### config.mk
export PLATFORM = sky130hd
export DESIGN_NAME = sd_spi_responder
export DESIGN_NICKNAME = d
export VERILOG_FILES = /design/src/rtl/sd_spi_responder.sv
export SDC_FILE = /design/constraint.sdc
export NUM_CORES = 1
export LEC_CHECK = 0
export ABC_AREA = 1
export CAP_MARGIN = 15
export CORE_ASPECT_RATIO = 1.5
export CORE_UTILIZATION = 50
export CTS_CLUSTER_DIAMETER = 200
export DETAILED_ROUTE_END_ITERATION = 8
export HOLD_SLACK_MARGIN = 0.03
export PLACE_DENSITY = 0.71
export SYNTH_ARGS = -nofsm -noshare
export SYNTH_HDL_FRONTEND = slang
export SYNTH_SLANG_ARGS = --single-unit
### constraint.sdc
create_clock -name clk -period 1.6 [get_ports clk]
set_input_delay 0.4 -clock clk [delete_from_list [all_inputs] [get_ports clk]]
set_output_delay 0.4 -clock clk [all_outputs]
set_load 0.01 [all_outputs]
### src/rtl/sd_spi_responder.sv
// rtl/sd_spi_responder.sv - SPI-mode SD card target: R1/R7 responses and CMD17 block reads
// Optional feature macro: SDSPI_CRC16_EN (CRC16-CCITT over read data, else CRC bytes are 0xFF)
module sd_spi_responder #(
   parameter int ADDR_W        = 18,
   parameter int RESP_DELAY    = 1,
   parameter int DATA_DELAY    = 2,
   parameter int INIT_BUSY_CNT = 2
) (
   input  logic              clk,
   input  logic              reset,
   input  logic              sd_clk,
   input  logic              sd_cs,
   input  logic              sd_mosi,
   output logic              sd_miso,
   output logic [ADDR_W-1:0] mem_addr,
   output logic              mem_rd,
   input  logic [7:0]        mem_rdata,
   output logic              in_idle,
   output logic              busy,
   output logic [5:0]        last_cmd
);
   localparam int         SECT_W   = ADDR_W - 9;
   localparam logic [7:0] NCR_LAST = 8'(RESP_DELAY - 1);
   localparam logic [7:0] GAP_LAST = 8'(DATA_DELAY - 1);
   localparam logic [7:0] BUSY_N   = 8'(INIT_BUSY_CNT);

   typedef enum logic [2:0] {HUNT, CMD_RX, NCR, RESP, DGAP, TOKEN, DATA, CRC} state_t;

   logic [2:0]        sclk_q;
   logic [1:0]        scs_q, smosi_q;
   logic              rise, fall, cs_s;
   state_t            state_q, state_d;
   logic [2:0]        bit_q, bit_d, left_q, left_d;
   logic [7:0]        rx_q, rx_d, tx_q, tx_d, nxt_q, nxt_d, cnt_q, cnt_d;
   logic [7:0]        acnt_q, acnt_d, pf_q, pf_d;
   logic              ld_q, ld_d, app_q, app_d, idle_q, idle_d, dgo_q, dgo_d;
   logic [5:0]        idx_q, idx_d, last_q, last_d;
   logic [31:0]       arg_q, arg_d, resp_q, resp_d;
   logic [SECT_W-1:0] sect_q, sect_d;
   logic [ADDR_W-1:0] addr_q, addr_d;
   logic              rd_q, rd_d, rd_dly_q;
   logic [9:0]        dcnt_q, dcnt_d;
   logic [15:0]       crc_out;
   logic [7:0]        rx_byte, r1;
   logic              go_tok;

`ifdef SDSPI_CRC16_EN
   logic [15:0] crc_q, crc_d;

   function automatic logic [15:0] crc16_byte(input logic [15:0] c, input logic [7:0] b);
      logic [15:0] r;
      r = c;
      for (int i = 7; i >= 0; i--) begin
         if (r[15] ^ b[i]) r = {r[14:0], 1'b0} ^ 16'h1021;
         else              r = {r[14:0], 1'b0};
      end
      return r;
   endfunction

   assign crc_out = crc_q;
`else
   assign crc_out = 16'hFFFF;
`endif

   // sclk_q[1] is the synchronised level, sclk_q[2] its previous value; mosi shares the same latency
   assign rise = sclk_q[1] & ~sclk_q[2];
   assign fall = ~sclk_q[1] & sclk_q[2];
   assign cs_s = scs_q[1];

   assign sd_miso  = tx_q[7];
   assign mem_addr = addr_q;
   assign mem_rd   = rd_q;
   assign in_idle  = idle_q;
   assign busy     = (state_q != HUNT);
   assign last_cmd = last_q;

   always_comb begin
      state_d = state_q;  bit_d  = bit_q;  rx_d   = rx_q;   tx_d   = tx_q;
      nxt_d   = nxt_q;    ld_d   = ld_q;   cnt_d  = cnt_q;  idx_d  = idx_q;
      arg_d   = arg_q;    app_d  = app_q;  idle_d = idle_q; acnt_d = acnt_q;
      last_d  = last_q;   resp_d = resp_q; left_d = left_q; dgo_d  = dgo_q;
      sect_d  = sect_q;   addr_d = addr_q; rd_d   = 1'b0;   dcnt_d = dcnt_q;
      pf_d    = rd_dly_q ? mem_rdata : pf_q;
`ifdef SDSPI_CRC16_EN
      crc_d   = crc_q;
`endif
      rx_byte = {rx_q[6:0], smosi_q[1]};
      r1      = 8'hFF;
      go_tok  = 1'b0;
      // sd_cs high overrides any sd_clk edge seen in the same cycle
      if (cs_s) begin
         state_d = HUNT;
         bit_d   = '0;
         tx_d    = 8'hFF;
         ld_d    = 1'b0;
         cnt_d   = '0;
      end else begin
         if (fall) begin
            if (ld_q) begin
               tx_d = nxt_q;
               ld_d = 1'b0;
            end else begin
               tx_d = {tx_q[6:0], 1'b1};
            end
         end
         if (rise) begin
            bit_d = bit_q + 3'd1;
            rx_d  = rx_byte;
            if (bit_q == 3'd7) begin
               ld_d  = 1'b1;
               nxt_d = 8'hFF;
               case (state_q)
                  HUNT: if (rx_byte[7:6] == 2'b01) begin
                     idx_d   = rx_byte[5:0];
                     cnt_d   = '0;
                     state_d = CMD_RX;
                  end
                  CMD_RX: if (cnt_q == 8'd4) begin
                     last_d  = idx_q;
                     cnt_d   = '0;
                     state_d = NCR;
                  end else begin
                     arg_d = {arg_q[23:0], rx_byte};
                     cnt_d = cnt_q + 8'd1;
                  end
                  NCR: if (cnt_q == NCR_LAST) begin
                     app_d  = 1'b0;
                     left_d = '0;
                     dgo_d  = 1'b0;
                     case (idx_q)
                        6'd0: begin
                           idle_d = 1'b1;
                           acnt_d = '0;
                           r1     = 8'h01;
                        end
                        6'd8: begin
                           r1     = {7'b0, idle_q};
                           resp_d = {20'h0, arg_q[11:0]};
                           left_d = 3'd4;
                        end
                        6'd55: begin
                           r1    = {7'b0, idle_q};
                           app_d = 1'b1;
                        end
                        6'd41: if (!app_q) begin
                           r1 = {5'b0, 1'b1, 1'b0, idle_q};
                        end else if (acnt_q < BUSY_N) begin
                           r1     = 8'h01;
                           acnt_d = acnt_q + 8'd1;
                        end else begin
                           r1     = 8'h00;
                           idle_d = 1'b0;
                        end
                        6'd17: if (idle_q) begin
                           r1 = 8'h05;
                        end else if ((arg_q >> SECT_W) != 32'd0) begin
                           r1 = 8'h40;
                        end else begin
                           r1     = 8'h00;
                           dgo_d  = 1'b1;
                           sect_d = arg_q[SECT_W-1:0];
                        end
                        default: r1 = {5'b0, 1'b1, 1'b0, idle_q};
                     endcase
                     nxt_d   = r1;
                     state_d = RESP;
                  end else begin
                     cnt_d = cnt_q + 8'd1;
                  end
                  RESP: if (left_q != 3'd0) begin
                     nxt_d  = resp_q[31:24];
                     resp_d = {resp_q[23:0], 8'h00};
                     left_d = left_q - 3'd1;
                  end else if (!dgo_q) begin
                     state_d = HUNT;
                  end else if (DATA_DELAY == 0) begin
                     go_tok = 1'b1;
                  end else begin
                     state_d = DGAP;
                     cnt_d   = '0;
                  end
                  DGAP: if (cnt_q == GAP_LAST) go_tok = 1'b1;
                        else cnt_d = cnt_q + 8'd1;
                  TOKEN, DATA: if (state_q == DATA && dcnt_q == 10'd512) begin
                     state_d = CRC;
                     cnt_d   = '0;
                     nxt_d   = crc_out[15:8];
                  end else begin
                     // hand out the prefetched byte and fetch the following one right away
                     state_d     = DATA;
                     nxt_d       = pf_q;
                     dcnt_d      = dcnt_q + 10'd1;
                     addr_d[8:0] = addr_q[8:0] + 9'd1;
                     rd_d        = (dcnt_q != 10'd511);
`ifdef SDSPI_CRC16_EN
                     crc_d       = crc16_byte(crc_q, pf_q);
`endif
                  end
                  CRC: if (cnt_q == 8'd0) begin
                     nxt_d = crc_out[7:0];
                     cnt_d = 8'd1;
                  end else begin
                     state_d = HUNT;
                  end
                  default: state_d = HUNT;
               endcase
               if (go_tok) begin
                  nxt_d   = 8'hFE;
                  state_d = TOKEN;
                  addr_d  = {sect_q, 9'd0};
                  rd_d    = 1'b1;
                  dcnt_d  = '0;
`ifdef SDSPI_CRC16_EN
                  crc_d   = '0;
`endif
               end
            end
         end
      end
   end

   always_ff @(posedge clk) begin
      if (reset) begin
         sclk_q  <= '0;      scs_q  <= 2'b11;  smosi_q <= 2'b11;
         state_q <= HUNT;    bit_q  <= '0;     rx_q    <= 8'hFF;  tx_q   <= 8'hFF;
         nxt_q   <= 8'hFF;   ld_q   <= 1'b0;   cnt_q   <= '0;     idx_q  <= '0;
         arg_q   <= '0;      app_q  <= 1'b0;   idle_q  <= 1'b1;   acnt_q <= '0;
         last_q  <= '0;      resp_q <= '0;     left_q  <= '0;     dgo_q  <= 1'b0;
         sect_q  <= '0;      addr_q <= '0;     rd_q    <= 1'b0;   rd_dly_q <= 1'b0;
         pf_q    <= '0;      dcnt_q <= '0;
`ifdef SDSPI_CRC16_EN
         crc_q   <= '0;
`endif
      end else begin
         sclk_q  <= {sclk_q[1:0], sd_clk};
         scs_q   <= {scs_q[0], sd_cs};
         smosi_q <= {smosi_q[0], sd_mosi};
         state_q <= state_d; bit_q  <= bit_d;  rx_q    <= rx_d;   tx_q   <= tx_d;
         nxt_q   <= nxt_d;   ld_q   <= ld_d;   cnt_q   <= cnt_d;  idx_q  <= idx_d;
         arg_q   <= arg_d;   app_q  <= app_d;  idle_q  <= idle_d; acnt_q <= acnt_d;
         last_q  <= last_d;  resp_q <= resp_d; left_q  <= left_d; dgo_q  <= dgo_d;
         sect_q  <= sect_d;  addr_q <= addr_d; rd_q    <= rd_d;   rd_dly_q <= rd_q;
         pf_q    <= pf_d;    dcnt_q <= dcnt_d;
`ifdef SDSPI_CRC16_EN
         crc_q   <= crc_d;
`endif
      end
   end
endmodule

==> results of run 1 <==
final cells by class:
class	instances	area share, %
Multi-Input combinational cell	767	41.5
Timing Repair Buffer	205	16.9
Inverter	108	3.76
Timing Repair inverter	3	0.260
Tap cell	203	2.11
Sequential cell	182	30.5
Clock buffer	20	3.72
Clock inverter	12	1.18
per-layer routing:
layer	track usage [%]	vias to the layer above	wire [um]
met5	0	-	0
li1	-	4011	-
met4	16.3	0	2360
met2	52.0	625	15100
met1	30.2	4380	10800
met3	4.71	245	2440
repair_timing:
item | in CTS | in global routing
pin swaps | 34 | 83
gates resized for setup | 161 | 357
hold buffers | 0 | 0
setup buffers | 24 | 17
setup endpoints to repair | 162 | 147
cloned | 7 | 10
placed cells by master, fill, tap and decap left out, types with 5 or more instances in the layout:
cell type | Yosys | final
dfxtp_1 | 182 | 164
nor2_1 | 173 | 130
nand2_1 | 182 | 121
buf_4 | 7 | 115
inv_1 | 98 | 84
o21ai_0 | 138 | 76
a21oi_1 | 124 | 63
a21oi_2 | 0 | 60
nand2_4 | 2 | 39
o21ai_1 | 2 | 37
nand4_1 | 32 | 32
nor2_4 | 2 | 30
dlygate4sd2_1 | 0 | 27
nand3_1 | 52 | 26
nand2_2 | 4 | 25
o21ai_2 | 0 | 25
buf_6 | 5 | 25
clkbuf_16 | 0 | 22
nor2_2 | 2 | 17
nand3_2 | 2 | 16
dfxtp_2 | 0 | 16
inv_2 | 7 | 13
buf_12 | 0 | 13
nand3_4 | 0 | 12
clkdlybuf4s50_1 | 0 | 11
xor2_1 | 9 | 9
inv_6 | 0 | 6
inv_8 | 0 | 6
or2_2 | 6 | 6
a211oi_2 | 0 | 6
ha_4 | 0 | 6
inv_4 | 0 | 5
nor3_1 | 8 | 5
ha_1 | 11 | 5
logic make-up (layout without fill, tap and decap cells):
family / count (synthesis) / after routing / synth area share (%)
DFF: 182 / 182 / 45.8
buffers and inverters: 155 / 348 / 8.27
adders and majority gates: 11 / 11 / 1.73
AOI/OAI and AO/OA: 275 / 275 / 17.7
and+or+nand+nor: 468 / 468 / 25.1
xor gates and xnor gates: 13 / 13 / 1.43
power by group through the flow:
stage	Combinational, mW	Sequential, mW	Clock (mW)
floorplan	0.0988	4.65	0
global placement	0.185	4.65	0
detailed placement	0.186	4.65	0
CTS	0.194	4.55	4.28
global route	0.250	4.54	4.60
finish	0.236	4.54	4.40
registers in the layout (all words and copies together) (netlist names), 8 cells and up:
register,count
resp_q,32
dcnt_q,10
acnt_q,8
cnt_q,8
sect_q,9
arg_q,32
pf_q,8
tx_q,8
nxt_q,8
mem_addr,18
path summary, 6_finish.rpt:
path | start | end
max | cnt_q[0] | state_q[2]
min | reset | tx_q[0]
max reg2reg | cnt_q[0] | state_q[2]
min reg2reg | sclk_q[0] | sclk_q[1]
worst max-delay path, stage by stage (launching register included):
cell and delay [ps]:
dfxtp_2 330, inv_2 80, ha_4 160, nand3_4 90, nor2_4 170, buf_6 150
inv_4 40, nand2_2 120, nand2_2 80, nor2_4 230, nand3_2 140, nand2_1 120
nor2_1 60
metrics by stage:
stage	setup slack, ps	TNS (ps)	hold slack, ps
floorplan	-13.6	-13.6	388
global placement	-257	-5900	396
detailed placement	-278	-9460	393
CTS	-113	-2670	337
global route	-451	-23360	339
finish	-283	-14770	339
==> flow_metrics.env, run 1 <==
export IMPL_placed_cells=1422
export IMPL_start_util_pct=50.9
export IMPL_antenna_found_initial=0
export IMPL_synthArstFlopShare_pct=0
export IMPL_vdd_drop_max_v=0.000741
export IMPL_postLayoutCellArea_um2=12000
export IMPL_worstPathArrival_ps=2220
export IMPL_synth_edf_count=0
export IMPL_place_detailed_hpwl_mm=14.1
export IMPL_synth_main_ff_cell="dfxtp_1"
export IMPL_synth_cell_types=34
export IMPL_fin_crit_sh_pct=118
export IMPL_die_area_um2=16400
export IMPL_first_pass_iters=8
export IMPL_path_clk_slew_ps=70
export IMPL_crit_type="reg -> reg"
export IMPL_max_freq_mhz=531
export IMPL_finalPower_mw=9.18
export IMPL_hold_viol=0
export IMPL_min_path_cells=3
export IMPL_p_leak_nw=4.83
export IMPL_start_kind="flip-flop"
export IMPL_cts_root_buf="clkbuf_16"
export IMPL_rsz0062_at_grt="true"
export IMPL_grt_max_degree=51
export IMPL_stdcell_count=1500
export IMPL_grt_overflow=0
export IMPL_synth_warnings=0
export IMPL_cts_htree_levels=4
export IMPL_synth_common_cells="dfxtp_1, nand2_1, nor2_1"
export IMPL_final_util_pct=76.9
export IMPL_io_buffers=40
export IMPL_setup_violations=114
export IMPL_period_needed_ps=1880
export IMPL_ys_ff_latch=182
export IMPL_p_per_area_nw_per_um2=763
export IMPL_reg2reg_depth=12
export IMPL_drive_gt1_share_pct=38.0
export IMPL_ant_nets=0
export IMPL_cts_sinks=182
export IMPL_tightest_slew_ps=499
export IMPL_yosysTopAreaCell="dfxtp_1"
export IMPL_finalMaxSlewViolations=0
export IMPL_hp_class="in -> reg"
export IMPL_fillCellCount=929
export IMPL_pwr_share_seq_pct=49.5
export IMPL_r2r_setup_slack_ps=-280
export IMPL_power_frac_clock_pct=47.9
export IMPL_finClkSkew_ps=12.5
export IMPL_maxCapViolCount=0
export IMPL_grt_pass1_wl_mm=37.1
export IMPL_synth_top_area_share_pct=45.8
export IMPL_antenna_cells=0
export IMPL_swShare_pct=23.7
export IMPL_dieHeight_um=157
export IMPL_syn_to_final_growth_pct=51.1
export IMPL_finalWorstSetupSlack_ps=-283
export IMPL_tritoncts="yes"
export IMPL_netlist_area_um2=7960
export IMPL_clockBufferDepth=2
export IMPL_path_max_fanout=6
export IMPL_worstPathRequired_ps=1930
export IMPL_finalNetCount=1308
export IMPL_power_frac_comb_pct=2.6
export IMPL_core_um2=15600
export IMPL_switching_power_mw=2.18
export IMPL_synthCells=1104
export IMPL_clk_insertion_delay_late_ps=450
export IMPL_seq_area_um2=3670
export IMPL_die_x_um=105
export IMPL_drt_iter0_drc=997
export IMPL_synth_nets=1128
export IMPL_viasPerCell=6.17
export IMPL_grt_pass1_vias=7897
export IMPL_synth_seq_area_share_pct=45.8
export IMPL_cts_made_buffers=17
export IMPL_wire_per_inst_um=20.5
export IMPL_vias=9261
export IMPL_avgSynthCellArea_um2=7.21
export IMPL_place_gp_congestion=0.879
export IMPL_outcome="finished, violations left"
export IMPL_placed_area_um2=9390
export IMPL_p_int_mw=7.00
export IMPL_relSlewSlack_pct=66.7
export IMPL_grt_util_all_layers_pct=28.2
export IMPL_multi_input_area_um2=4990
export IMPL_drc=0
export IMPL_drt_wl_total_mm=30.7
export IMPL_violations="setup timing"
export IMPL_critPathCaptureType="flip-flop"
export IMPL_num_rows=56
export IMPL_synth_area_leaders="dfxtp_1, o21ai_0, nand2_1"
export IMPL_top_level_ports=41
Note: power is estimated with default switching activity, not from simulation.
==> run 2, diff against run 1 <==
--- a/config.mk
+++ b/config.mk
@@ -11,8 +11,9 @@
 export CORE_UTILIZATION = 50
 export CTS_CLUSTER_DIAMETER = 200
 export DETAILED_ROUTE_END_ITERATION = 8
+export DONT_BUFFER_PORTS = 1
 export HOLD_SLACK_MARGIN = 0.03
-export PLACE_DENSITY = 0.71
+export PLACE_DENSITY = 0.68
 export SYNTH_ARGS = -nofsm -noshare
 export SYNTH_HDL_FRONTEND = slang
 export SYNTH_SLANG_ARGS = --single-unit
==> run 2 against run 1 <==
Against the previous run: the flow still finishes with violations (setup timing); clock power hardly changed; clock-buffer cell count shrank 3; sequential power is essentially flat; setup slack better by 25 ps; via count fell by 14%; combinational power down 41%; worst hold slack got worse by 290 ps; routed wire length shrank 24%; largest cell class unchanged; largest power group unchanged.
==> flow_metrics.env, run 2 (same netlist as run 1, synthesis figures left out) <==
export IMPL_layout_common_cells="dfxtp_1, nand2_1, nor2_1"
export IMPL_antenna_found_initial=0
export IMPL_dieHeight_um=157
export IMPL_critPathCaptureType="flip-flop"
export IMPL_finalNetCount=1260
export IMPL_p_leak_nw=4.34
export IMPL_drive_gt1_share_pct=29.0
export IMPL_cts_htree_levels=4
export IMPL_maxCapViolCount=0
export IMPL_die_area_um2=16400
export IMPL_grt_util_all_layers_pct=26.9
export IMPL_antenna_cells=0
export IMPL_drt_iter0_drc=473
export IMPL_clockBufferDepth=2
export IMPL_period_needed_ps=1860
export IMPL_relSlewSlack_pct=44.4
export IMPL_cts_sinks=182
export IMPL_rsz0062_at_grt="true"
export IMPL_place_gp_congestion=0.896
export IMPL_crit_top_cell="buf_6"
export IMPL_viasPerCell=5.51
export IMPL_die_x_um=105
export IMPL_start_util_pct=50.9
export IMPL_vdd_drop_max_v=0.000711
export IMPL_setup_violations=105
export IMPL_hp_class="in -> reg"
export IMPL_vias=8007
export IMPL_min_path_cells=1
export IMPL_final_util_pct=69.2
export IMPL_grt_pass1_wl_mm=35.2
export IMPL_hold_viol=0
export IMPL_crit_type="reg -> reg"
export IMPL_cp_slowest_cell="dfxtp_4"
export IMPL_ant_nets=0
export IMPL_slowest_delay_ps=370
export IMPL_core_um2=15600
export IMPL_tritoncts="yes"
export IMPL_path_max_fanout=6
export IMPL_grt_max_degree=86
export IMPL_grt_overflow=0
export IMPL_cts_made_buffers=17
export IMPL_max_freq_mhz=538
export IMPL_finClkSkew_ps=11.4
export IMPL_violations="setup timing"
export IMPL_outcome="finished, violations left"
export IMPL_finalPower_mw=9.08
export IMPL_crit_path_cell_trace="buf_6, ha_4, inv_2, nor2_4, nand3_4, buf_6, buf_6, nand3_2, nand2_2, nor2_4, nand3_2, nand2_1, nor2_1"
export IMPL_grt_pass1_vias=7411
export IMPL_clk_insertion_delay_late_ps=440
export IMPL_cts_root_buf="clkbuf_16"
export IMPL_drc=0
export IMPL_layout_commonest_cell="dfxtp_1"
export IMPL_finalWorstSetupSlack_ps=-258
export IMPL_drt_wl_total_mm=23.2
export IMPL_num_rows=56
export IMPL_syn_to_final_growth_pct=35.9
export IMPL_start_kind="flip-flop"
export IMPL_reg2reg_depth=13
export IMPL_path_clk_slew_ps=80
export IMPL_top_level_ports=41
export IMPL_whs_ps=52.7
export IMPL_fin_crit_sh_pct=116
export IMPL_io_buffers=0
export IMPL_tightest_slew_ps=831
export IMPL_first_pass_iters=8
export IMPL_pre_cts_ws_ps=-195
export IMPL_finalMaxSlewViolations=0
export IMPL_p_per_area_nw_per_um2=840
export IMPL_wire_per_inst_um=16.0
export IMPL_place_detailed_hpwl_mm=13.6
export IMPL_worstPathRequired_ps=1930
export IMPL_worstPathArrival_ps=2190
## run 2: metrics by stage
stage | TNS, ps | cell area, um2 | instances
6_report | -12300 | 10800 | 1452
3_3_place_gp | -10470 | 9000 | 1384
3_5_place_dp | -13960 | 9000 | 1384
2_1_floorplan | -13.6 | 7970 | 1104
4_1_cts | -1310 | 10400 | 1443
5_1_grt | -20680 | 10800 | 1452
## run 2: power breakdown
group | internal [mW] | total, mW | switching (mW)
clock | 2.28 | 4.40 | 2.12
combinational | 0.0483 | 0.139 | 0.0905
sequential | 4.53 | 4.54 | 0.00790
total | 6.86 | 9.08 | 2.22
## run 2: per-layer routing
metal  global-route usage, %  share of wire, %
met1                    30.1                38
met2                    49.8                54
met3                    3.33               4.9
met4                    13.5               3.8
met5                       0                 0
## run 2: layout make-up
class                      count  area [um2]
clock buffer                  17         425
clock inverter                15         200
fill                        1230        4810
inverter                     108         440
multi-input combinational    767        4290
sequential                   182        3660
tap                          203         254
timing repair buffer         159        1530
timing repair inverter         1        8.76
## run 2: worst paths after layout
check                  start         end  slack, ps
setup / recovery    cnt_q[0]  state_q[0]       -260
hold / removal         reset   left_q[2]         50
setup reg to reg    cnt_q[0]  state_q[0]       -260
hold reg to reg   smosi_q[0]  smosi_q[1]        420
## run 2: repair_timing
item / CTS / global route
endpoints found under the hold margin: 2 / 11
gates cloned: 5 / 2
pin swaps: 50 / 30
gates resized for setup: 148 / 117
buffers inserted: 24 / 8
endpoints found under the setup margin: 144 / 155
hold buffers: 1 / 1
## run 2: critical path: cells and delay by family (launching register included)
kind                     cells  cell delay (ps)
AND/OR/NAND/NOR              8              850
adder cells (fa/ha/maj)      1              120
flip-flops                   1              370
buffers and inverters        4              410
==> run 3, diff against run 2 <==
--- a/config.mk
+++ b/config.mk
@@ -8,12 +8,14 @@
 export ABC_AREA = 1
 export CAP_MARGIN = 15
 export CORE_ASPECT_RATIO = 1.5
+export CORE_MARGIN = 2
 export CORE_UTILIZATION = 50
 export CTS_CLUSTER_DIAMETER = 200
 export DETAILED_ROUTE_END_ITERATION = 8
 export DONT_BUFFER_PORTS = 1
 export HOLD_SLACK_MARGIN = 0.03
 export PLACE_DENSITY = 0.68
+export SKIP_CTS_REPAIR_TIMING = 1
 export SYNTH_ARGS = -nofsm -noshare
 export SYNTH_HDL_FRONTEND = slang
 export SYNTH_SLANG_ARGS = --single-unit
==> run 3 against run 2 <==
Against the previous run: the flow still finishes with violations (setup timing); sequential share of layout area barely moved; global-route usage decreased by 3.2 points; setup slack improved by 110 ps; non-clock buffer count increased by 2; first-iteration DRC count decreased by 11%; cell count grew 0.14%; critical path type unchanged; largest cell class unchanged.
==> flow_metrics.env, run 3 (same netlist as run 1, synthesis figures left out) <==
export IMPL_outcome="finished, violations left"
export IMPL_violations="setup timing"
export IMPL_worstPathArrival_ps=2110
export IMPL_num_rows=56
export IMPL_hp_class="in -> reg"
export IMPL_cp_slowest_cell="dfxtp_2"
export IMPL_path_buf_inv=2
export IMPL_finClkSkew_ps=10.2
export IMPL_grt_util_all_layers_pct=23.7
export IMPL_path_clk_slew_ps=70
export IMPL_stdcell_count=1454
export IMPL_die_area_um2=17000
export IMPL_maxCapViolCount=0
export IMPL_crit_path_cell_trace="inv_4, ha_4, nand3_4, o21ai_0, nand3_2, nor2_4, buf_6, nand2_1, a21oi_1"
export IMPL_finalWorstSetupSlack_ps=-148
export IMPL_grt_overflow=0
export IMPL_first_pass_iters=5
export IMPL_finalNetCount=1261
export IMPL_place_detailed_hpwl_mm=13.7
export IMPL_drc=0
export IMPL_critPathCaptureType="flip-flop"
export IMPL_multi_input_area_um2=4360
export IMPL_slowest_delay_ps=340
export IMPL_antenna_found_initial=0
export IMPL_cts_htree_levels=4
export IMPL_drive_gt1_share_pct=29.4
export IMPL_dieHeight_um=159
export IMPL_hold_viol=0
export IMPL_layout_common_cells="dfxtp_1, nand2_1, nor2_1"
export IMPL_rsz0062_at_grt="true"
export IMPL_tightest_slew_ps=386
export IMPL_placed_area_um2=9050
export IMPL_tritoncts="yes"
export IMPL_start_util_pct=50.9
export IMPL_start_kind="flip-flop"
export IMPL_p_leak_nw=4.38
export IMPL_cts_root_buf="clkbuf_16"
export IMPL_seq_area_um2=3660
export IMPL_top_level_ports=41
export IMPL_worstPathRequired_ps=1960
export IMPL_critPathTopFamily="simple AND/OR/NAND/NOR gates"
export IMPL_p_per_area_nw_per_um2=819
export IMPL_drt_wl_total_mm=22.2
export IMPL_relSlewSlack_pct=74.3
export IMPL_die_x_um=107
export IMPL_cts_made_buffers=17
export IMPL_placed_cells=1390
export IMPL_path_max_fanout=5
export IMPL_period_needed_ps=1750
export IMPL_clockBufferDepth=2
export IMPL_io_buffers=0
export IMPL_grt_pass1_wl_mm=32.2
export IMPL_whs_ps=59.4
export IMPL_clk_insertion_delay_late_ps=440
export IMPL_wire_per_inst_um=15.3
export IMPL_finalPower_mw=8.87
export IMPL_core_um2=15600
export IMPL_finalMaxSlewViolations=0
export IMPL_place_gp_congestion=0.870
export IMPL_drt_iter0_drc=421
export IMPL_grt_max_degree=87
export IMPL_fin_crit_sh_pct=109
export IMPL_grt_pass1_vias=6965
export IMPL_viasPerCell=5.38
export IMPL_crit_type="reg -> reg"
export IMPL_layout_commonest_cell="dfxtp_1"
export IMPL_max_freq_mhz=572
export IMPL_cts_sinks=182
export IMPL_postLayoutCellArea_um2=10800
export IMPL_syn_to_final_growth_pct=36.2
export IMPL_ant_nets=0
export IMPL_vias=7817
export IMPL_vdd_drop_max_v=0.000763
export IMPL_fillCellCount=1177
export IMPL_setup_violations=85
## run 3: cell types whose count changed in the layout (fill, tap and decap cells not counted), moves of 6 or more
cell | previous run | this run
inv_6 | 8 | 2
o21ai_1 | 18 | 29
nand2_1 | 160 | 166
o21ai_0 | 100 | 90
a21oi_2 | 13 | 22
a21oi_1 | 111 | 101
nand2_2 | 20 | 12
## run 3: path summary, 6_finish.rpt
kind / startpoint / end / slack [ps] / cells after the start
max: cnt_q[1] / cnt_q[2] / -150 / 9
min: sd_cs / scs_q[0] / 60 / 1
max reg2reg: cnt_q[1] / cnt_q[2] / -150 / 9
min reg2reg: smosi_q[0] / smosi_q[1] / 420 / 1
## run 3: power by group
part	internal (mW)	total, mW	switching (mW)
sequential	4.53	4.54	0.00979
combinational	0.0440	0.125	0.0807
clock	2.25	4.20	1.95
total	6.83	8.87	2.04
## run 3: layer usage
layer	vias to the layer above	share of wire, %	global-route usage, %	wire [um]
met3	51	3.9	3.89	862
met5	-	0	0	0
li1	3905	-	-	-
met2	189	55	43.6	12100
met4	0	2.3	8.23	521
met1	3672	39	27.6	8680
## run 3: per-stage QoR
stage	util, %	setup slack [ps]	setup TNS, ps
3_3_place_gp	57.9	-159	-8190
6_report	69.4	-148	-3520
5_1_grt	69.4	-193	-9990
2_1_floorplan	-	-13.6	-13.6
4_1_cts	61.7	-190	-14140
3_5_place_dp	57.9	-175	-10570
## run 3: worst reg2reg max path, stage by stage (launching register included)
cell and delay, ps:
dfxtp_2 340, inv_4 80, ha_4 170, nand3_4 90, o21ai_0 270, nand3_2 140
nor2_4 250, buf_6 160, nand2_1 50, a21oi_1 140
## run 3: layout make-up
class,count,share of cell area [%]
diodes,1,0.0231
clock buffers,20,4.12
clock inverters,12,1.30
inverters,108,4.13
multi-input cells,767,40.2
flip-flops and latches,182,33.8
well taps,203,2.34
repair buffers,161,14.1
